<file path="config.mk">
export PLATFORM = sky130hd
export DESIGN_NAME = playseq_preview_ctrl
export DESIGN_NICKNAME = d
export VERILOG_FILES = /design/src/rtl/playseq_pkg.sv /design/src/rtl/playseq_temporizador.sv /design/src/rtl/playseq_preview_ctrl.sv
export SDC_FILE = /design/constraint.sdc
export NUM_CORES = 1
export LEC_CHECK = 0
export CAP_MARGIN = 20
export CORE_MARGIN = 2
export CORE_UTILIZATION = 35
export CTS_CLUSTER_DIAMETER = 150
export CTS_CLUSTER_SIZE = 20
export DETAILED_ROUTE_END_ITERATION = 12
export GPL_TIMING_DRIVEN = 1
export RECOVER_POWER = 25
export SETUP_SLACK_MARGIN = 0.2
export SYNTH_ARGS = -nofsm -noshare
export SYNTH_HDL_FRONTEND = slang
export SYNTH_SLANG_ARGS = --single-unit
</file>
<file path="constraint.sdc">
create_clock -name clock -period 2.4 [get_ports clock]
set_input_delay 0.24 -clock clock [delete_from_list [all_inputs] [get_ports clock]]
set_output_delay 0.24 -clock clock [all_outputs]
set_load 0.03 [all_outputs]
</file>
<file path="src/rtl/playseq_pkg.sv">
// Shared definitions for the PlaySeq preview sequencer: state encodings,
// default timing constants and the debug state code.
package playseq_pkg;

  typedef enum logic [2:0] {
    OCIOSO  = 3'd0,
    BUSCA   = 3'd1,
    CARREGA = 3'd2,
    ACESO   = 3'd3,
    APAGADO = 3'd4,
    FIM     = 3'd5
  } estado_t;

  localparam int T_ON_LENTO_DEF  = 1000;
  localparam int T_ON_RAPIDO_DEF = 500;
  localparam int T_OFF_DEF       = 250;

  function automatic logic [2:0] codigo_db(input estado_t e);
    return 3'(e);
  endfunction

endpackage

</file>
<file path="src/rtl/playseq_temporizador.sv">
// Up-counting phase timer: cleared by zera, advanced by conta, and flags
// when the count equals a limit supplied at run time.
module playseq_temporizador
  import playseq_pkg::*;
#(
  parameter int TMR_W = 12
) (
  input  logic             clock,
  input  logic             reset,
  input  logic             zera,
  input  logic             conta,
  input  logic [TMR_W-1:0] limite_tc,
  output logic             fim_tc
);

  logic [TMR_W-1:0] valor;

  always_ff @(posedge clock or posedge reset) begin
    if (reset)
      valor <= '0;
    else if (zera)
      valor <= '0;
    else if (conta)
      valor <= valor + TMR_W'(1);
  end

  assign fim_tc = (valor == limite_tc);

endmodule

</file>
<file path="src/rtl/playseq_preview_ctrl.sv">
// PlaySeq LED preview sequencer: walks the sequence RAM from 0 to a latched
// last address, showing each word for an ON time and then a blank gap.
// states: OCIOSO idle | BUSCA addr settles | CARREGA latch word | ACESO leds on | APAGADO gap | FIM done pulse
module playseq_preview_ctrl
  import playseq_pkg::*;
#(
  parameter int ADDR_W      = 4,
  parameter int DATA_W      = 4,
  parameter int TMR_W       = 12,
  parameter int T_ON_LENTO  = T_ON_LENTO_DEF,
  parameter int T_ON_RAPIDO = T_ON_RAPIDO_DEF,
  parameter int T_OFF       = T_OFF_DEF
) (
  input  logic              clock,
  input  logic              reset,
  input  logic              start,
  input  logic              abort,
  input  logic              nivel_rapido,
  input  logic [ADDR_W-1:0] limite,
  input  logic [DATA_W-1:0] ram_dado,
  output logic [ADDR_W-1:0] ram_endereco,
  output logic [DATA_W-1:0] leds,
  output logic              ocupado,
  output logic              pronto,
  output logic [2:0]        db_estado
);

  if (T_ON_LENTO < 1 || T_ON_LENTO >= 2**TMR_W ||
      T_ON_RAPIDO < 1 || T_ON_RAPIDO >= 2**TMR_W ||
      T_OFF < 1 || T_OFF >= 2**TMR_W) begin : g_chk_tempos
    $error("playseq_preview_ctrl: timing constants must be >=1 and fit in TMR_W bits");
  end

  localparam logic [TMR_W-1:0] TC_LENTO  = TMR_W'(T_ON_LENTO - 1);
  localparam logic [TMR_W-1:0] TC_RAPIDO = TMR_W'(T_ON_RAPIDO - 1);
  localparam logic [TMR_W-1:0] TC_OFF    = TMR_W'(T_OFF - 1);

  estado_t           estado, prox;
  logic [ADDR_W-1:0] endereco, limite_reg;
  logic [DATA_W-1:0] leds_reg;
  logic              rapido_reg;
  logic [TMR_W-1:0]  limite_tc;
  logic              zera_tmr, conta_tmr, fim_tc;
  logic              inicia, carrega, avanca, limpa;

  playseq_temporizador #(.TMR_W(TMR_W)) u_temporizador (
    .clock     (clock),
    .reset     (reset),
    .zera      (zera_tmr),
    .conta     (conta_tmr),
    .limite_tc (limite_tc),
    .fim_tc    (fim_tc)
  );

  always_ff @(posedge clock or posedge reset) begin
    if (reset)
      estado <= OCIOSO;
    else
      estado <= prox;
  end

  always_comb begin
    prox      = estado;
    zera_tmr  = 1'b0;
    conta_tmr = 1'b0;
    inicia    = 1'b0;
    carrega   = 1'b0;
    avanca    = 1'b0;
    limpa     = 1'b0;
    limite_tc = TC_OFF;
    if (estado == ACESO)
      limite_tc = rapido_reg ? TC_RAPIDO : TC_LENTO;

    // abort outranks every transition, FIM->OCIOSO included
    if (abort && estado != OCIOSO) begin
      prox     = OCIOSO;
      zera_tmr = 1'b1;
      limpa    = 1'b1;
    end else begin
      case (estado)
        OCIOSO: begin
          if (start && !abort) begin
            prox   = BUSCA;
            inicia = 1'b1;
          end
        end
        BUSCA:   prox = CARREGA;
        CARREGA: begin
          carrega  = 1'b1;
          zera_tmr = 1'b1;
          prox     = ACESO;
        end
        ACESO: begin
          if (fim_tc) begin
            zera_tmr = 1'b1;
            prox     = APAGADO;
          end else begin
            conta_tmr = 1'b1;
          end
        end
        APAGADO: begin
          if (fim_tc) begin
            zera_tmr = 1'b1;
            // compare before increment so the last address never wraps
            if (endereco == limite_reg) begin
              prox = FIM;
            end else begin
              avanca = 1'b1;
              prox   = BUSCA;
            end
          end else begin
            conta_tmr = 1'b1;
          end
        end
        FIM:     prox = OCIOSO;
        default: prox = OCIOSO;
      endcase
    end
  end

  always_ff @(posedge clock or posedge reset) begin
    if (reset) begin
      endereco   <= '0;
      limite_reg <= '0;
      rapido_reg <= 1'b0;
      leds_reg   <= '0;
    end else begin
      if (inicia) begin
        endereco   <= '0;
        limite_reg <= limite;
        rapido_reg <= nivel_rapido;
      end
      if (avanca)
        endereco <= endereco + ADDR_W'(1);
      if (carrega)
        leds_reg <= ram_dado;
      if (limpa)
        leds_reg <= '0;
    end
  end

  assign leds         = (estado == ACESO) ? leds_reg : '0;
  assign ocupado      = (estado != OCIOSO);
  assign pronto       = (estado == FIM);
  assign ram_endereco = endereco;
  assign db_estado    = codigo_db(estado);

endmodule

</file>
**Word-level counts from Yosys, hierarchy flattened**

Cells that the tools add are included.

- Word-level logic and storage cells: 59
- Flip-flop bits (word level): 28
- Input port bits: 13
- Output and inout bits: 13

- Add/subtract/negate cells: 2
- Reduce and logical (&&, ||, !) cells: 10
- Equality and inequality tests: 10
- Multiplexer cells: 31

Operators by type and width:

| operator | count |
|---|---|
| 12-bit 2-to-1 mux | 2 |
| 10-bit 2-to-1 mux | 2 |
| 4-bit 2-to-1 mux | 5 |
| 1-bit 2-to-1 mux | 15 |
| 3-bit 2-to-1 mux | 5 |
| 3-bit one-hot mux with 5 select lines | 1 |
| 12-bit by 1-bit adder with 12-bit output, second input constant | 1 |
| 12-bit by 10-bit == test with 1-bit output | 1 |
| 3-bit by 2-bit == test with 1-bit output, second input constant | 2 |
| 3-bit == test, second input constant | 2 |
| 3-bit != test, second input constant | 2 |
| 2-bit nonzero test | 3 |
| 4-bit by 1-bit adder with 4-bit output, second input constant | 1 |
| 4-bit == test | 1 |
| 3-bit by 1-bit == test with 1-bit output, second input constant | 1 |
| 3-bit logical NOT | 1 |
| 3-bit by 2-bit != test with 1-bit output, second input constant | 1 |
| 3-bit AND reduction | 1 |
| 3-bit nonzero test | 1 |
| 1-bit logical AND | 2 |
| 1-bit one-hot mux with 2 select lines | 1 |
| 2-bit OR reduction | 1 |
| 1-bit logical NOT | 1 |

**Depth between registers and ports, before layout**

Gate-level depths: netlist of the first run.

- Word-level depth: 8
- Mapped depth: 6
- Mapped depth without buffers: 5

**Cells and area by module**

Synthesis of the first run repeated with hierarchy kept, for this count alone.

- Cells, all modules: 173
- Area, all modules: 1717.9 um2

Modules (own cells, without submodules):

| module | times used | area each (um2) | sequential area each (um2) | cells an instance |
|---|---|---|---|---|
| playseq_preview_ctrl | 1 | 984.7 | 400.4 | 96 |
| playseq_temporizador | 1 | 733.2 | 300.3 | 77 |

**Worst setup path before layout of the first run**

No wires, ideal clock.

- Kind: reg2reg
- Start: register estado[0], in the netlist db_estado[0]
- End: register u_temporizador.valor[1]
- Setup time: 0.122 ns
- Data arrival time: 1.745 ns
- Clock period less this slack: 1.867 ns
- Path buffers: 1
- Slack: 0.533 ns
- Required time: 2.278 ns
- Stages on the path, launching flop included: 7
- Path through: dfrtp_1 buf_6 and4bb_4 and3b_1 o2111ai_1 or2_1 a32o_1

- Word-level cells in the longest chain between the ends: 7
- Elaborated cells on any way between the ends: 16
- Those cells by class: eq/ne: 4; mux: 8; reduce/logical: 4

Ends and longest elaborated chain:

| item | RTL line | text |
|---|---|---|
| from (decl) | playseq_preview_ctrl.sv:38 | `estado_t estado, prox;` |
| from (signal assigned) | playseq_preview_ctrl.sv:59 | `estado <= prox;` |
| 3-bit by 2-bit == test with 1-bit output | playseq_preview_ctrl.sv:71, playseq_preview_ctrl.sv:80 |  |
| 10-bit 2-to-1 mux | playseq_preview_ctrl.sv:71 | `if (estado == ACESO)` |
| 12-bit by 10-bit == test with 1-bit output | playseq_temporizador.sv:27 | `assign fim_tc = (valor == limite_tc);` |
| 1-bit 2-to-1 mux | playseq_preview_ctrl.sv:94, playseq_preview_ctrl.sv:102 |  |
| 1-bit one-hot mux with 2 select lines / 1-bit 2-to-1 mux (equally long branches) | n/a |  |
| 1-bit 2-to-1 mux | playseq_preview_ctrl.sv:75 | `if (abort && estado != OCIOSO) begin` |
| 12-bit 2-to-1 mux / 2-bit nonzero test (equally long branches) | n/a |  |
| to (signal assigned) | playseq_temporizador.sv:24 | `valor <= valor + TMR_W'(1);` |
| to (decl) | playseq_temporizador.sv:16 | `logic [TMR_W-1:0] valor;` |

Parallel ways exist; a longest one is shown, timed or not.
A chain may end at the register's enable or synchronous reset.

**Worst setup path after layout of the first run**

- Start: register estado[1], in the netlist db_estado[1]
- End: output port ocupado

- Word-level cells in the longest chain between the ends: 1

Ends and longest elaborated chain:

| item | RTL line | text |
|---|---|---|
| 3-bit nonzero test | playseq_preview_ctrl.sv:143 | `assign ocupado = (estado != OCIOSO);` |
| to (decl) | playseq_preview_ctrl.sv:23 | `output logic ocupado,` |

No other way between the ends.

==> flow_summary.ini, run 1 <==
[placed_design]
dpl.cell_count = 240
portBuffers = 25
gp_congestion = 0.811
post-dp-hpwl_um = 2620
place_area_um2 = 1960

[worst_setup_path]
cp_slowest_cell = clkdlybuf4s50_1
path_buf_inv = 1
crit_path_end_kind = output port
cp_slowest_stage_delay_ns = 0.60
regToRegSetupSlack_ns = 0.45
critical_path.max_fanout = 13
crit_path_cell_trace = or3_2, clkdlybuf4s50_1
required_ns = 2.16
cpLargestDelayFamily = buffers and inverters
crit_path_start_kind = flop
arrival_ns = 1.86
path_class = flop to output port

[die]
die_x_um = 73.2
ios = 26
die_area_um2 = 5360
start_util = 0.360
core_um2 = 4660
die_h_um = 73.2
rows = 25

[layout]
stdcell_area_um2 = 2030
area_growth_pct = 21.0
n_fill_cell = 458
largest_reg_flops = 12
drive_gt1_frac = 0.126
fin_nets = 206
antenna_cells = 0
fin_cells = 244
regMostFlops = u_temporizador.valor

[power_and_ir_drop]
p_leak_nw = 0.919
power.total_mw = 1.00
powerDensity_nw_per_um2 = 493
peakVddDrop_v = 0.000175

[synth]
synth_cell_types = 54
synth_ff_type = dfrtp_1
synthesis.nets = 181
synth-compound-area-share = 0.113
ys_warn_count = 0
yosysTopAreaCell = dfrtp_1
netlist.area_leader.share = 0.418
syn-cell-area_um2 = 1680
ys_async_sr_fraction = 1.00
avgSynthCellArea_um2 = 10.1
synth_seq_cells = 28
synthSimpleGateAreaFrac = 0.282
netlist_instances = 166
synthMuxAreaShare = 0.0641
ys_seq_area_frac = 0.418
yosysMostFrequentCell = dfrtp_1
synth-edff-count = 0
synth-xor-area-share = 0.0783
synth_top_family_by_area = simple AND/OR/NAND/NOR gates
synth_fa_ha_area_frac = 0.0149
synth_common_cells = dfrtp_1 (28), nand2_1 (14), nor2_1 (14), xor2_1 (10)
ys_top_cells_by_area = dfrtp_1 (42%), xor2_1 (5.2%), mux2_2 (4.0%)

[drt]
drtAntennaViolNets = 0
drc_errors = 0
dr.pass1.iters = 4
first_iter_violations = 49
totalWireLength_um = 3500
post_drt_via_cell_ratio = 5.36
wire_per_inst_um = 14.3
vias = 1307

[global_routing]
grt_pass1_wl_um = 6030
grt_util_all_layers = 0.142
grt_pass1_vias = 1292
grt.overflow.total = 0
grt_max_degree = 29
antenna_found_initial = 0

[clock_tree]
clkLatencyLatePin_ns = 0.27
clock-sinks = 28
clock_path_buffers = 2
cts_root_buf = clkbuf_8
cts_tree = yes
cts_max_level = 1
path_clk_slew_ns = 0.09
cts_buffers = 3

[sta]
final.min_clock_period_ns = 2.10
hold_slack_ns = 0.516
tightestPinTransition_ns = 1.51
slew_violations = 28
max_freq_mhz = 476
hold_viol_final = 0
tns_ns = 0
finalSetupViolCount = 0
rsz0062_at_grt = false
slew_headroom = -0.00343
period_share = 0.875
finalClockSkew_ns = 0.00245

[run]
max-cap-violations = 1

[status]
outcome = finished with violations
failed_checks = capacitance limit, slew limit

[hold_path]
min_path_type = flop to flop
-- kinds of logic after synthesis --
logic type	Yosys count
and+or+nand+nor	76
muxes	10
buffers and inverters	9
AOI/OAI and AO/OA	26
adders and majority gates	2
DFF	28
xor gates and xnor gates	15
-- placed cells by master (no fill, tap or decap), types with 2 or more instances in the layout --
cell / instances
nand2_1: 14
xnor2_1: 5
o21ai_0: 6
and3b_1: 2
mux2_2: 6
nor3_1: 3
clkbuf_8: 4
nor4_1: 2
or2_1: 2
nand2b_1: 3
nand3_1: 3
dfrtp_1: 25
clkdlybuf4s50_1: 21
and3_1: 5
dfrtp_2: 3
nand3b_1: 2
a21oi_1: 2
a211oi_1: 2
o21bai_1: 2
ha_1: 2
mux2i_1: 4
nor3b_1: 4
and2_1: 4
nand4_1: 3
xor2_1: 10
a22o_1: 4
inv_1: 3
dlymetal6s2s_1: 4
nor2_1: 14
-- per-stage QoR --
stage | utilization | setup WS (ns)
after floorplan | - | 0.533
after global placement | 0.421 | 0.304
after detailed placement | 0.421 | 0.295
after CTS | 0.434 | 0.221
after global routing | 0.435 | 0.239
final | 0.435 | 0.301
-- where the power goes --
group,leakage [nW],switching [mW],internal (mW),total [mW]
clock network,0.0288,0.141,0.147,0.288
registers,0.372,0.0352,0.509,0.544
logic,0.519,0.0817,0.0861,0.168
-- final cells by class --
cell class | count | area [µm²] | share of cell area
Clock buffer | 4 | 55.1 | 0.0271
Inverter | 3 | 11.3 | 0.00555
Multi-Input combinational cell | 129 | 927 | 0.457
Sequential cell | 28 | 704 | 0.347
Tap cell | 54 | 67.6 | 0.0333
Timing Repair Buffer | 26 | 264 | 0.130
-- worst paths after layout --
kind,cells past startpoint,to,startpoint
worst min register to register,1,leds_reg[3],leds_reg[3]
worst min-delay path,1,leds_reg[3],leds_reg[3]
worst max-delay path,2,ocupado,db_estado[1]
max in group asynchronous,3,db_estado[2],reset
min in group asynchronous,3,u_temporizador.valor[3],reset
worst max register to register,5,u_temporizador.valor[1],db_estado[2]
-- per-layer routing --
metal  vias to the layer above  GRT usage  routed length [µm]
met3                         5     0.0166                 106
met4                         0     0.0494                  55
li1                        641          -                   -
met5                         -          0                   0
met1                       639      0.189                1660
met2                        22      0.239                1680
-- repair_timing --
action | in CTS | in global routing
endpoints found under the hold margin | 0 | 0
setup endpoints to repair | 4 | 5
hold buffers | 0 | 0
resized for setup | 1 | 6
buffers inserted | 0 | 0
pin swaps | 0 | 0
Note: power is estimated with default switching activity, not from simulation.
==> run 2, diff against run 1 <==
Settings changed: CORE_ASPECT_RATIO set to 0.8.
Clock period 2.4 ns to 2.12 ns, I/O delays scaled along.
==> flow_summary.ini, run 2 (same netlist as run 1, synthesis figures left out) <==
[sta]
rsz0062_at_grt = true
final.min_clock_period_ns = 1.84
hold_viol_final = 0
finalClockSkew_ns = 0.00325
max_freq_mhz = 543
layout_setup_ws_ns = 0.277
period_share = 0.869
finalSetupViolCount = 0
slew_headroom = 0.636
tns_ns = 0
tightestPinTransition_ns = 0.545
slew_violations = 0

[layout]
register_area_um2 = 704
area_growth_pct = 24.4
fin_cells = 256
fin_nets = 212
regMostFlops = u_temporizador.valor
multi_input_area_um2 = 947
n_fill_cell = 436
final_cell_mix = dfrtp_1 (25), clkdlybuf4s50_1 (18), nor2_1 (14), nand2_1 (14), xor2_1 (10)
drive_gt1_frac = 0.163
final_common_cell = dfrtp_1
largest_reg_flops = 12
antenna_cells = 0

[clock_tree]
cts_buffers = 3
clock-sinks = 28
post-cts-setup-buffer-count = 0
cts_tree = yes
path_clk_slew_ns = 0.09
cts_hold_buf = 0
cts_root_buf = clkbuf_8
cts_max_level = 1
clock_path_buffers = 2
clkLatencyLatePin_ns = 0.27

[die]
die_area_um2 = 5370
die_h_um = 65.9
die_x_um = 81.4
ios = 26
rows = 22
core_um2 = 4600
start_util = 0.365

[status]
outcome = completed

[drt]
wire_per_inst_um = 13.9
dr.pass1.iters = 4
wl_met3_um = 276
wl_met1_um = 1830
drtAntennaViolNets = 0
post_drt_via_cell_ratio = 5.36
wl_met2_um = 1420
maxUsedRoutingLayer = met4
totalWireLength_um = 3560
first_iter_violations = 65
drc_errors = 0
vias = 1372

[worst_setup_path]
critical_path.max_fanout = 11
crit_path_end_kind = output port
crit_path_start_kind = flop
crit_path_cell_trace = buf_4, or3_2, dlygate4sd2_1
arrival_ns = 1.63
path_class = flop to output port
required_ns = 1.91
cp_slowest_stage_delay_ns = 0.42
cp_slowest_cell = dfrtp_1

[power_and_ir_drop]
powerDensity_nw_per_um2 = 548
peakVddDrop_v = 0.000261
p_leak_nw = 0.909

[global_routing]
grt_pass1_vias = 1268
grt.overflow.total = 0
grt_util_all_layers = 0.144
grt_max_degree = 29
grt_pass1_wl_um = 6110
antenna_found_initial = 0

[placed_design]
portBuffers = 25
post-dp-hpwl_um = 2650
pre_cts_ws_ns = 0.133
dpl.cell_count = 251
gp_congestion = 0.829

[hold_path]
min_path_type = input pin to asynchronous set/reset pin

[run]
max-cap-violations = 0
-- run 2: cell types whose count changed in the layout (fill, tap and decap cells not counted), sizes merged --
cell	change
dlygate4sd2	+3
dlymetal6s2s	-3
clkdlybuf4s50	-3
clkdlybuf4s15	+2
a21oi	+1
dlygate4sd3	+1
clkbuf	-1
buf	+6
-- run 2: power breakdown --
group / switching (mW) / total (mW) / internal (mW)
clock: 0.159 / 0.325 / 0.166
sequential: 0.0382 / 0.615 / 0.576
combinational: 0.101 / 0.204 / 0.103
total: 0.298 / 1.14 / 0.846
-- run 2: area by class of cell --
cell class,instances,share of cell area
Multi-Input combinational cell,130,0.454
Clock buffer,4,0.0264
Tap cell,60,0.0360
Timing Repair Buffer,31,0.141
Inverter,3,0.00540
Sequential cell,28,0.338
-- run 2: worst max-delay path: cells and delay by family, from the launching register on --
| kind | cells | cell delay, ns |
|---|---|---|
| flip-flops | 1 | 0.42 |
| AND/OR/NAND/NOR | 1 | 0.40 |
| buffers and inverters | 2 | 0.54 |
-- run 2: what timing repair did --
item / 4_1_cts / 5_1_grt
cloned: 0 / 1
pin swaps: 0 / 1
setup endpoints to repair: 16 / 14
gates resized for setup: 7 / 6
-- run 2: per-layer routing --
metal  vias to the layer above  GRT usage
met2                        47      0.216
li1                        662          -
met4                         0     0.0191
met1                       659      0.216
met3                         4     0.0301
met5                         -          0
-- run 2: worst paths after layout --
check	startpoint	end	slack, ns	cells after the start
setup / recovery	db_estado[2]	ocupado	0.28	3
hold / removal	reset	ram_endereco[3]	0.43	3
setup reg to reg	db_estado[2]	ram_endereco[3]	0.28	5
hold reg to reg	leds_reg[1]	leds_reg[1]	0.50	1
max in group asynchronous	reset	db_estado[0]	1.41	3
min in group clock	leds_reg[1]	leds_reg[1]	0.50	1
-- run 2: metrics by stage --
| step | hold WS, ns | utilization | area [µm²] | total power [mW] |
|---|---|---|---|---|
| after floorplan | 0.277 | - | 1680 | 0.751 |
| after global placement | 0.479 | 0.437 | 2010 | 0.817 |
| after detailed placement | 0.483 | 0.437 | 2010 | 0.824 |
| after CTS | 0.306 | 0.448 | 2060 | 1.15 |
| after global routing | 0.468 | 0.454 | 2090 | 1.21 |
| final | 0.427 | 0.454 | 2090 | 1.14 |
